**src/rtl/ultrasonic_echo_responder.sv**
```systemverilog
// ultrasonic_echo_responder: HC-SR04 sensor-side model answering a trig pulse with a programmed echo pulse
module ultrasonic_echo_responder #(
  parameter int TRIG_MIN_CYC  = 500,
  parameter int BURST_DLY_CYC = 10000,
  parameter int ECHO_W        = 22,
  parameter int TIMEOUT_CYC   = 1900000,
  parameter int HOLDOFF_CYC   = 3000000
) (
  input  logic              clk,
  input  logic              rst_n,
  input  logic              trig,
  input  logic [ECHO_W-1:0] echo_width,
  input  logic              no_object,
  output logic              echo,
  output logic              busy,
  output logic              done,
  output logic              trig_short
);
  localparam logic [2:0] IDLE    = 3'd0;
  localparam logic [2:0] TRIG_HI = 3'd1;
  localparam logic [2:0] BURST   = 3'd2;
  localparam logic [2:0] ECHO    = 3'd3;
  localparam logic [2:0] HOLDOFF = 3'd4;
  localparam int C0 = $clog2(HOLDOFF_CYC + 1);
  localparam int C1 = $clog2(BURST_DLY_CYC + 1);
  localparam int C2 = $clog2(TRIG_MIN_CYC + 1);
  localparam int CA = C0 > C1 ? C0 : C1;
  localparam int CB = C2 > ECHO_W ? C2 : ECHO_W;
  localparam int CW = CA > CB ? CA : CB;
  logic [2:0]        state;
  logic [CW-1:0]     cnt;
  logic [ECHO_W-1:0] w_eff;
  logic [ECHO_W-1:0] w_next;
  logic              trig_m;
  logic              trig_s;
  logic              trig_s_d;
  logic              rise;
  logic              fall;
  // two-flop synchroniser plus edge-detect delay for the asynchronous trig
  always_ff @(posedge clk or negedge rst_n) begin
    if (!rst_n) begin
      trig_m   <= 1'b0;
      trig_s   <= 1'b0;
      trig_s_d <= 1'b0;
    end else begin
      trig_m   <= trig;
      trig_s   <= trig_m;
      trig_s_d <= trig_s;
    end
  end
  // edge detection and clamped echo width captured at the valid trig fall
  always_comb begin
    rise   = trig_s & ~trig_s_d;
    fall   = ~trig_s & trig_s_d;
    w_next = (no_object || echo_width > ECHO_W'(TIMEOUT_CYC)) ? ECHO_W'(TIMEOUT_CYC) : echo_width;
    busy   = (state == BURST) || (state == ECHO) || (state == HOLDOFF);
  end
  // measurement sequencer: one shared counter times trig, burst, echo and holdoff
  always_ff @(posedge clk or negedge rst_n) begin
    if (!rst_n) begin
      state      <= IDLE;
      cnt        <= '0;
      w_eff      <= '0;
      echo       <= 1'b0;
      done       <= 1'b0;
      trig_short <= 1'b0;
    end else begin
      done       <= 1'b0;
      trig_short <= 1'b0;
      case (state)
        IDLE: begin
          if (rise) begin
            state <= TRIG_HI;
            cnt   <= CW'(1);
          end
        end
        TRIG_HI: begin
          if (fall) begin
            if (cnt >= CW'(TRIG_MIN_CYC)) begin
              w_eff <= w_next;
              cnt   <= '0;
              state <= BURST;
            end else begin
              trig_short <= 1'b1;
              state      <= IDLE;
            end
          end else if (trig_s && cnt < CW'(TRIG_MIN_CYC)) begin
            cnt <= cnt + CW'(1);
          end
        end
        BURST: begin
          if (cnt == CW'(BURST_DLY_CYC - 1)) begin
            cnt <= '0;
            if (w_eff == '0) begin
              done  <= 1'b1;
              state <= HOLDOFF;
            end else begin
              echo  <= 1'b1;
              state <= ECHO;
            end
          end else begin
            cnt <= cnt + CW'(1);
          end
        end
        ECHO: begin
          if (cnt + CW'(1) == CW'(w_eff)) begin
            echo  <= 1'b0;
            done  <= 1'b1;
            cnt   <= '0;
            state <= HOLDOFF;
          end else begin
            cnt <= cnt + CW'(1);
          end
        end
        HOLDOFF: begin
          if (cnt == CW'(HOLDOFF_CYC - 1)) begin
            cnt   <= '0;
            state <= IDLE;
          end else begin
            cnt <= cnt + CW'(1);
          end
        end
        default: state <= IDLE;
      endcase
    end
  end
endmodule

```
**config.mk**
```make
export PLATFORM = sky130hd
export DESIGN_NAME = ultrasonic_echo_responder
export DESIGN_NICKNAME = d
export VERILOG_FILES = /design/src/rtl/ultrasonic_echo_responder.sv
export SDC_FILE = /design/constraint.sdc
export NUM_CORES = 1
export LEC_CHECK = 0
export BUFFER_PORTS_ARGS = -buffer_cell sky130_fd_sc_hd__clkbuf_2
export CORE_MARGIN = 2
export CORE_UTILIZATION = 55
export DETAILED_ROUTE_END_ITERATION = 7
export GPL_ROUTABILITY_DRIVEN = 0
export HOLD_SLACK_MARGIN = 0.06
export PLACE_DENSITY = 0.75
export SLEW_MARGIN = 20
export SYNTH_ARGS = -nofsm -noshare
export SYNTH_HDL_FRONTEND = slang
export SYNTH_SLANG_ARGS = --single-unit
```
**constraint.sdc**
```tcl
create_clock -name clk -period 4 [get_ports clk]
set_input_delay 0.8 -clock clk [delete_from_list [all_inputs] [get_ports clk]]
set_output_delay 0.8 -clock clk [all_outputs]
set_load 0.05 [all_outputs]
```
Word-level counts from Yosys, hierarchy flattened:

Index checks and enable logic that the tools add are counted.

* flip-flop bits (word level): 53
* bits in latches: 0
* memory bits (writable): 0
* ROM bits: 0
* bits of input ports: 26
* output and inout bits: 4
* logic and storage cells: 72
* memories kept: 0

* $add $sub $neg: 1
* multiply operators: 0
* div/mod/pow operators: 0
* order comparisons: 3
* equality and inequality tests: 15
* shift operators: 0
* muxes and demuxes: 28
* bitwise logic cells: 4
* reduce and logical (&&, ||, !) cells: 12

Operator list (number)
* two-way mux 22 bit: 8
* case mux 22 bit (5 select lines): 1
* adder 22 x 1 -> 22 bit (second input constant): 1
* == test 22 x 14 -> 1 bit (second input constant): 1
* == test 22 bit: 1
* == test 22 bit (second input constant): 1
* greater-or-equal comparator 22 x 9 -> 1 bit (second input constant): 1
* > comparator 22 x 21 -> 1 bit (second input constant): 1
* zero test 22 bit: 1
* less-than comparator 22 x 9 -> 1 bit (second input constant): 1
* two-way mux 3 bit: 6
* case mux 3 bit (5 select lines): 1
* two-way mux 1 bit: 9
* AND reduction 4 bit: 2
* == test 3 x 2 -> 1 bit (second input constant): 2
* inequality test 2 x 1 -> 1 bit (second input constant): 3
* inequality test 2 bit (second input constant): 3
* inequality test 3 bit (second input constant): 2
* AND reduction 5 bit: 1
* nonzero test 5 bit: 1
* case mux 1 bit (2 select lines): 2
* == test 3 x 1 -> 1 bit (second input constant): 1
* == test 3 bit (second input constant): 1
* zero test 3 bit: 1
* other kinds (7): 11

Longest topological paths before layout:

* word-level depth: 5
* depth in mapped cells: 13
* gate-level depth less buffers: 10

Worst setup path before layout:

Ideal clock, no wire load.

* path kind: flip-flop to flip-flop
* start point: register cnt[0]
* end point: register cnt[14]
* setup time: 0.121 ns
* arrival: 3.243 ns
* required time: 3.879 ns
* setup slack: 0.636 ns
* stages on the path, launching flop included: 13
* path buffers: 2
* period minus slack after synthesis: 3.364 ns
* cell sequence: dfrtp_1 > ha_1 > and4_1 > and4_1 > buf_2 > a31oi_1 > or4_1 > or4_4 > nor4_4 > o21a_4 > nor2_2 > buf_4 > a22o_1

* cells in the longest elaborated chain, start to end: 4
* elaborated cells between the ends (all ways): 16
* those cells by class: add/sub (1); order compare (2); eq/ne (5); mux (6); reduce/logical (2)

Ends and longest elaborated chain
* start, declared: line 31 `logic [CW-1:0] cnt;`
* start signal, assigned: line 88 `cnt <= cnt + CW'(1);`
* start signal, assigned: line 102 `cnt <= cnt + CW'(1);`
* start signal, assigned: line 112 `cnt <= cnt + CW'(1);`
* adder 22 x 1 -> 22 bit or less-than comparator 22 x 9 -> 1 bit (tied branches)
* == test 22 bit (tied with other cells): line 106 `if (cnt + CW'(1) == CW'(w_eff)) begin`
* two-way mux 22 bit (tied with other cells): line 106
* case mux 22 bit (5 select lines) or AND reduction 4 bit (tied branches)

Several ways; a longest one is shown, not always the timed one. The select of a mux whose other input is x is not followed.
A chain may end at the register's enable or synchronous reset.

Worst setup path after layout:

* start point: register cnt[0]
* end point: register cnt[17]

Same word-level chain as after synthesis.

==> run_summary.xml <==
<?xml version="1.0" encoding="UTF-8"?>
<metrics>
  <group name="worst_setup_path">
    <metric name="timing.rr.start" unit="">cnt[0]</metric>
    <metric name="worst_r2r_path_depth" unit="">10</metric>
    <metric name="cp_slowest_stage_delay" unit="ps">540</metric>
    <metric name="timing.critical_path.arrival" unit="ps">4000</metric>
    <metric name="timing.critical_path.fanout_max" unit="">18</metric>
    <metric name="reg2reg_slack" unit="ps">210</metric>
    <metric name="startpoint_type" unit="">register</metric>
    <metric name="cp_common_cell" unit="">sky130_fd_sc_hd__and4_1</metric>
    <metric name="crit_family" unit="">simple AND/OR/NAND/NOR gates</metric>
    <metric name="critical_path_buf_inv_count" unit="">0</metric>
    <metric name="worst-endpoint-required" unit="ps">4210</metric>
    <metric name="r2r_end" unit="">cnt[17]</metric>
    <metric name="crit_path_end_kind" unit="">register</metric>
    <metric name="critical_path.slowest_cell" unit="">sky130_fd_sc_hd__or4_4</metric>
    <metric name="worst-setup-path-type" unit="">reg -&gt; reg</metric>
    <metric name="cell_breakdown_of_the_critical_path" unit="">ha_1 &gt; and4_1 &gt; and4_1 &gt; a31oi_1 &gt; or4_1 &gt; or4_4 &gt; nor4_4 &gt; o21a_4 &gt; nor2_2 &gt; a31o_2</metric>
  </group>
  <group name="route">
    <metric name="dr_wl_met3" unit="um">576</metric>
    <metric name="viasPerCell" unit="">6.423</metric>
    <metric name="drt-total-wl" unit="um">8532</metric>
    <metric name="num_vias" unit="">3096</metric>
    <metric name="firstDrtPassIters" unit="">5</metric>
    <metric name="drc" unit="">0</metric>
    <metric name="topRoutingLayerUsed" unit="">met4</metric>
    <metric name="drtAntennaViolNets" unit="">0</metric>
    <metric name="m1WireLength" unit="um">3967</metric>
    <metric name="avgRoutedWirePerCell" unit="um">17.70</metric>
    <metric name="met2WireLength" unit="um">3798</metric>
    <metric name="drtIter0Drc" unit="">350</metric>
  </group>
  <group name="synthesis">
    <metric name="synth_top_cell_by_area" unit="">sky130_fd_sc_hd__dfrtp_1</metric>
    <metric name="netlist_instances" unit="">379</metric>
    <metric name="synth_enable_flop_cells" unit="">0</metric>
    <metric name="ys_types" unit="">54</metric>
    <metric name="synth_async_sr_flop_share" unit="%">100.0</metric>
    <metric name="synth_seq_cells" unit="">53</metric>
    <metric name="post_synth_main_area_contributors" unit="">sky130_fd_sc_hd__dfrtp_1 39%, sky130_fd_sc_hd__a22o_1 5.9%, sky130_fd_sc_hd__xnor2_1 4.4%</metric>
    <metric name="synth_sequential_area_ratio" unit="%">39.03</metric>
    <metric name="ys_warn_count" unit="">0</metric>
    <metric name="syn_nets" unit="">407</metric>
    <metric name="fraction_of_post_synthesis_cell_area_in_the_top_cell_type_by_area" unit="%">39.03</metric>
    <metric name="dominantRegCellSynth" unit="">sky130_fd_sc_hd__dfrtp_1</metric>
    <metric name="synthesis.area_per_instance" unit="um^2">8.966</metric>
    <metric name="synthesis.area" unit="um^2">3398</metric>
  </group>
  <group name="placement">
    <metric name="detailedPlace.worstSlack" unit="ps">217.5</metric>
    <metric name="hpwl" unit="um">6325</metric>
    <metric name="port-buffer-count" unit="">29</metric>
    <metric name="placement.cell_area" unit="um^2">3617</metric>
  </group>
  <group name="flow_run">
    <metric name="cap_violations" unit="">0</metric>
  </group>
  <group name="pwr">
    <metric name="power_switching_share" unit="%">25.90</metric>
    <metric name="worst_ir_drop_vdd" unit="mV">0.2014</metric>
    <metric name="internal_power_of_the_cells" unit="uW">783.0</metric>
    <metric name="power.clock.fraction" unit="%">35.0</metric>
    <metric name="power.leakage" unit="nW">1.718</metric>
    <metric name="combPwrFrac" unit="%">12.0</metric>
    <metric name="power.switching" unit="uW">273.6</metric>
    <metric name="total_power" unit="mW">1.057</metric>
    <metric name="seq_power_share" unit="%">53.0</metric>
    <metric name="cellPowerDensity" unit="nW/um^2">280.7</metric>
  </group>
  <group name="floorplan">
    <metric name="placement_rows" unit="">28</metric>
    <metric name="dieArea" unit="um^2">6824</metric>
    <metric name="floorplan.io_pins" unit="">30</metric>
    <metric name="floorplan.core_area" unit="um^2">5956</metric>
    <metric name="initial_core_util" unit="%">57.06</metric>
    <metric name="die_w" unit="um">82.61</metric>
    <metric name="die-height" unit="um">82.61</metric>
  </group>
  <group name="global_route">
    <metric name="gr-total-overflow" unit="">0</metric>
    <metric name="antenna_violations_before_repair" unit="">0</metric>
    <metric name="grt_pass1_wl" unit="um">13700</metric>
    <metric name="grt_start_max_net_pins" unit="">32</metric>
    <metric name="first_global_vias" unit="">2773</metric>
    <metric name="track_usage" unit="%">26.69</metric>
  </group>
  <group name="hold_path">
    <metric name="min_delay_path_depth" unit="">0</metric>
    <metric name="min_to" unit="">trig_s</metric>
    <metric name="hp-start" unit="">trig_m</metric>
    <metric name="holdCritPathClass" unit="">reg -&gt; reg</metric>
  </group>
  <group name="cells_and_area">
    <metric name="final_design_area_no_fill" unit="um^2">3764</metric>
    <metric name="layout.cells.most_common" unit="">sky130_fd_sc_hd__dfrtp_1</metric>
    <metric name="diodes" unit="">0</metric>
    <metric name="areaGrowthSynthToFinish" unit="%">10.75</metric>
    <metric name="finish.net_count" unit="">435</metric>
    <metric name="drive_gt1_share" unit="%">15.97</metric>
    <metric name="layout_common_cells" unit="">53 x sky130_fd_sc_hd__dfrtp_1, 29 x sky130_fd_sc_hd__clkbuf_2, 27 x sky130_fd_sc_hd__nand2_1</metric>
  </group>
  <group name="outcome">
    <metric name="status" unit="">finished, final reports clean</metric>
  </group>
  <group name="cts">
    <metric name="clock_path_buffers" unit="">2</metric>
    <metric name="ctsHtreeMaxLevel" unit="">2</metric>
    <metric name="clk-insertion-delay-late" unit="ps">320</metric>
    <metric name="cts_tree" unit="">built</metric>
    <metric name="path_clk_slew" unit="ps">100</metric>
    <metric name="number_of_buffers_added_by_the_clock_tree_synthesis_step" unit="">5</metric>
    <metric name="clock_sinks" unit="">53</metric>
    <metric name="cts-root-buf" unit="">sky130_fd_sc_hd__clkbuf_8</metric>
    <metric name="cts.hold.buffers_added" unit="">0</metric>
  </group>
  <group name="sta">
    <metric name="fin_crit" unit="ps">3790</metric>
    <metric name="setup_total_negative_slack" unit="ps">0</metric>
    <metric name="setup_viol" unit="">0</metric>
    <metric name="number_of_hold_violations_in_the_final_report" unit="">0</metric>
    <metric name="max_clock_freq" unit="MHz">263.8</metric>
    <metric name="timing.final.ws_setup" unit="ps">209.6</metric>
    <metric name="maxSlewHeadroom" unit="%">50.23</metric>
    <metric name="whs" unit="ps">359.5</metric>
    <metric name="min_period_over_period" unit="%">94.76</metric>
    <metric name="tightest_slew" unit="ps">745.8</metric>
    <metric name="timing.final.max_slew_violations" unit="">0</metric>
    <metric name="worst_clock_skew" unit="ps">10.35</metric>
  </group>
</metrics>
-- area by class of cell --
type | instances | area, um^2
Sequential cell | 53 | 1326
Fill cell | 524 | 2192
Timing Repair Buffer | 48 | 300.3
Multi-Input combinational cell | 289 | 1902
Inverter | 10 | 37.54
Clock buffer | 5 | 68.82
Clock inverter | 2 | 35.03
Tap cell | 75 | 93.84
-- worst max path at each step --
stage / slack (ps) / from / cells past startpoint / endpoint
floorplan: 640 / cnt[0] / 12 / cnt[14]
finish: 210 / cnt[0] / 10 / cnt[17]
global placement: 290 / cnt[0] / 10 / cnt[17]
global route: -3 / cnt[0] / 10 / cnt[17]
CTS: 170 / cnt[0] / 10 / cnt[17]
detailed placement: 220 / cnt[0] / 10 / cnt[17]
-- power groups by stage --
stage,Combinational [mW],Clock [mW],Sequential [mW]
after floorplan,0.0760,0,0.566
after global placement,0.117,0,0.570
after detailed placement,0.119,0,0.570
after CTS,0.120,0.370,0.560
after global routing,0.141,0.390,0.562
final,0.127,0.370,0.560
-- Yosys cell counts (9+ instances only) --
cell type,n
sky130_fd_sc_hd__nand3_1,13
sky130_fd_sc_hd__o22a_1,13
sky130_fd_sc_hd__nor3_1,21
sky130_fd_sc_hd__clkbuf_1,12
sky130_fd_sc_hd__nand2_1,27
sky130_fd_sc_hd__nor2_1,26
sky130_fd_sc_hd__a22o_1,23
sky130_fd_sc_hd__inv_1,10
sky130_fd_sc_hd__o21ai_1,9
sky130_fd_sc_hd__o21ai_0,21
sky130_fd_sc_hd__dfrtp_1,53
sky130_fd_sc_hd__nand4_1,11
sky130_fd_sc_hd__nor4_1,12
sky130_fd_sc_hd__xnor2_1,17
sky130_fd_sc_hd__xor2_1,16
-- sequential cells by signal, indices dropped and copies added (netlist names) --
name,flops
echo,1
cnt,22
done,1
trig_m,1
w_eff,22
state,3
trig_s_d,1
trig_short,1
trig_s,1
-- per-stage QoR --
step | cells | utilization (%)
final | 482 | 63.19
after global routing | 482 | 63.19
after CTS | 478 | 62.48
after detailed placement | 471 | 60.74
after global placement | 471 | 60.74
after floorplan | 379 | -
-- layer usage --
metal / track usage, % / up-vias
met5: 0 / -
met4: 9.180 / 0
met3: 5.326 / 15
met2: 40.97 / 122
met1: 37.64 / 1482
li1: - / 1477
-- logic make-up (layout without fill, tap and decap cells) --
kind of cell | count (synthesis) | after routing | synth area share (%)
AO/OA/AOI/OAI | 101 | 101 | 21.39
AND/OR/NAND/NOR | 150 | 150 | 24.19
adder cells (fa/ha/maj) | 2 | 2 | 0.7363
multiplexers | 3 | 3 | 0.9573
XOR/XNOR | 33 | 33 | 8.505
flip-flops | 53 | 53 | 39.03
buffers and inverters | 37 | 65 | 5.191
-- repair_timing --
action,4_1_cts,5_1_grt
endpoints found under the setup margin,0,17
setup buffers,0,4
resized for setup,0,0
No activity file was read; power rests on OpenSTA's default activity.
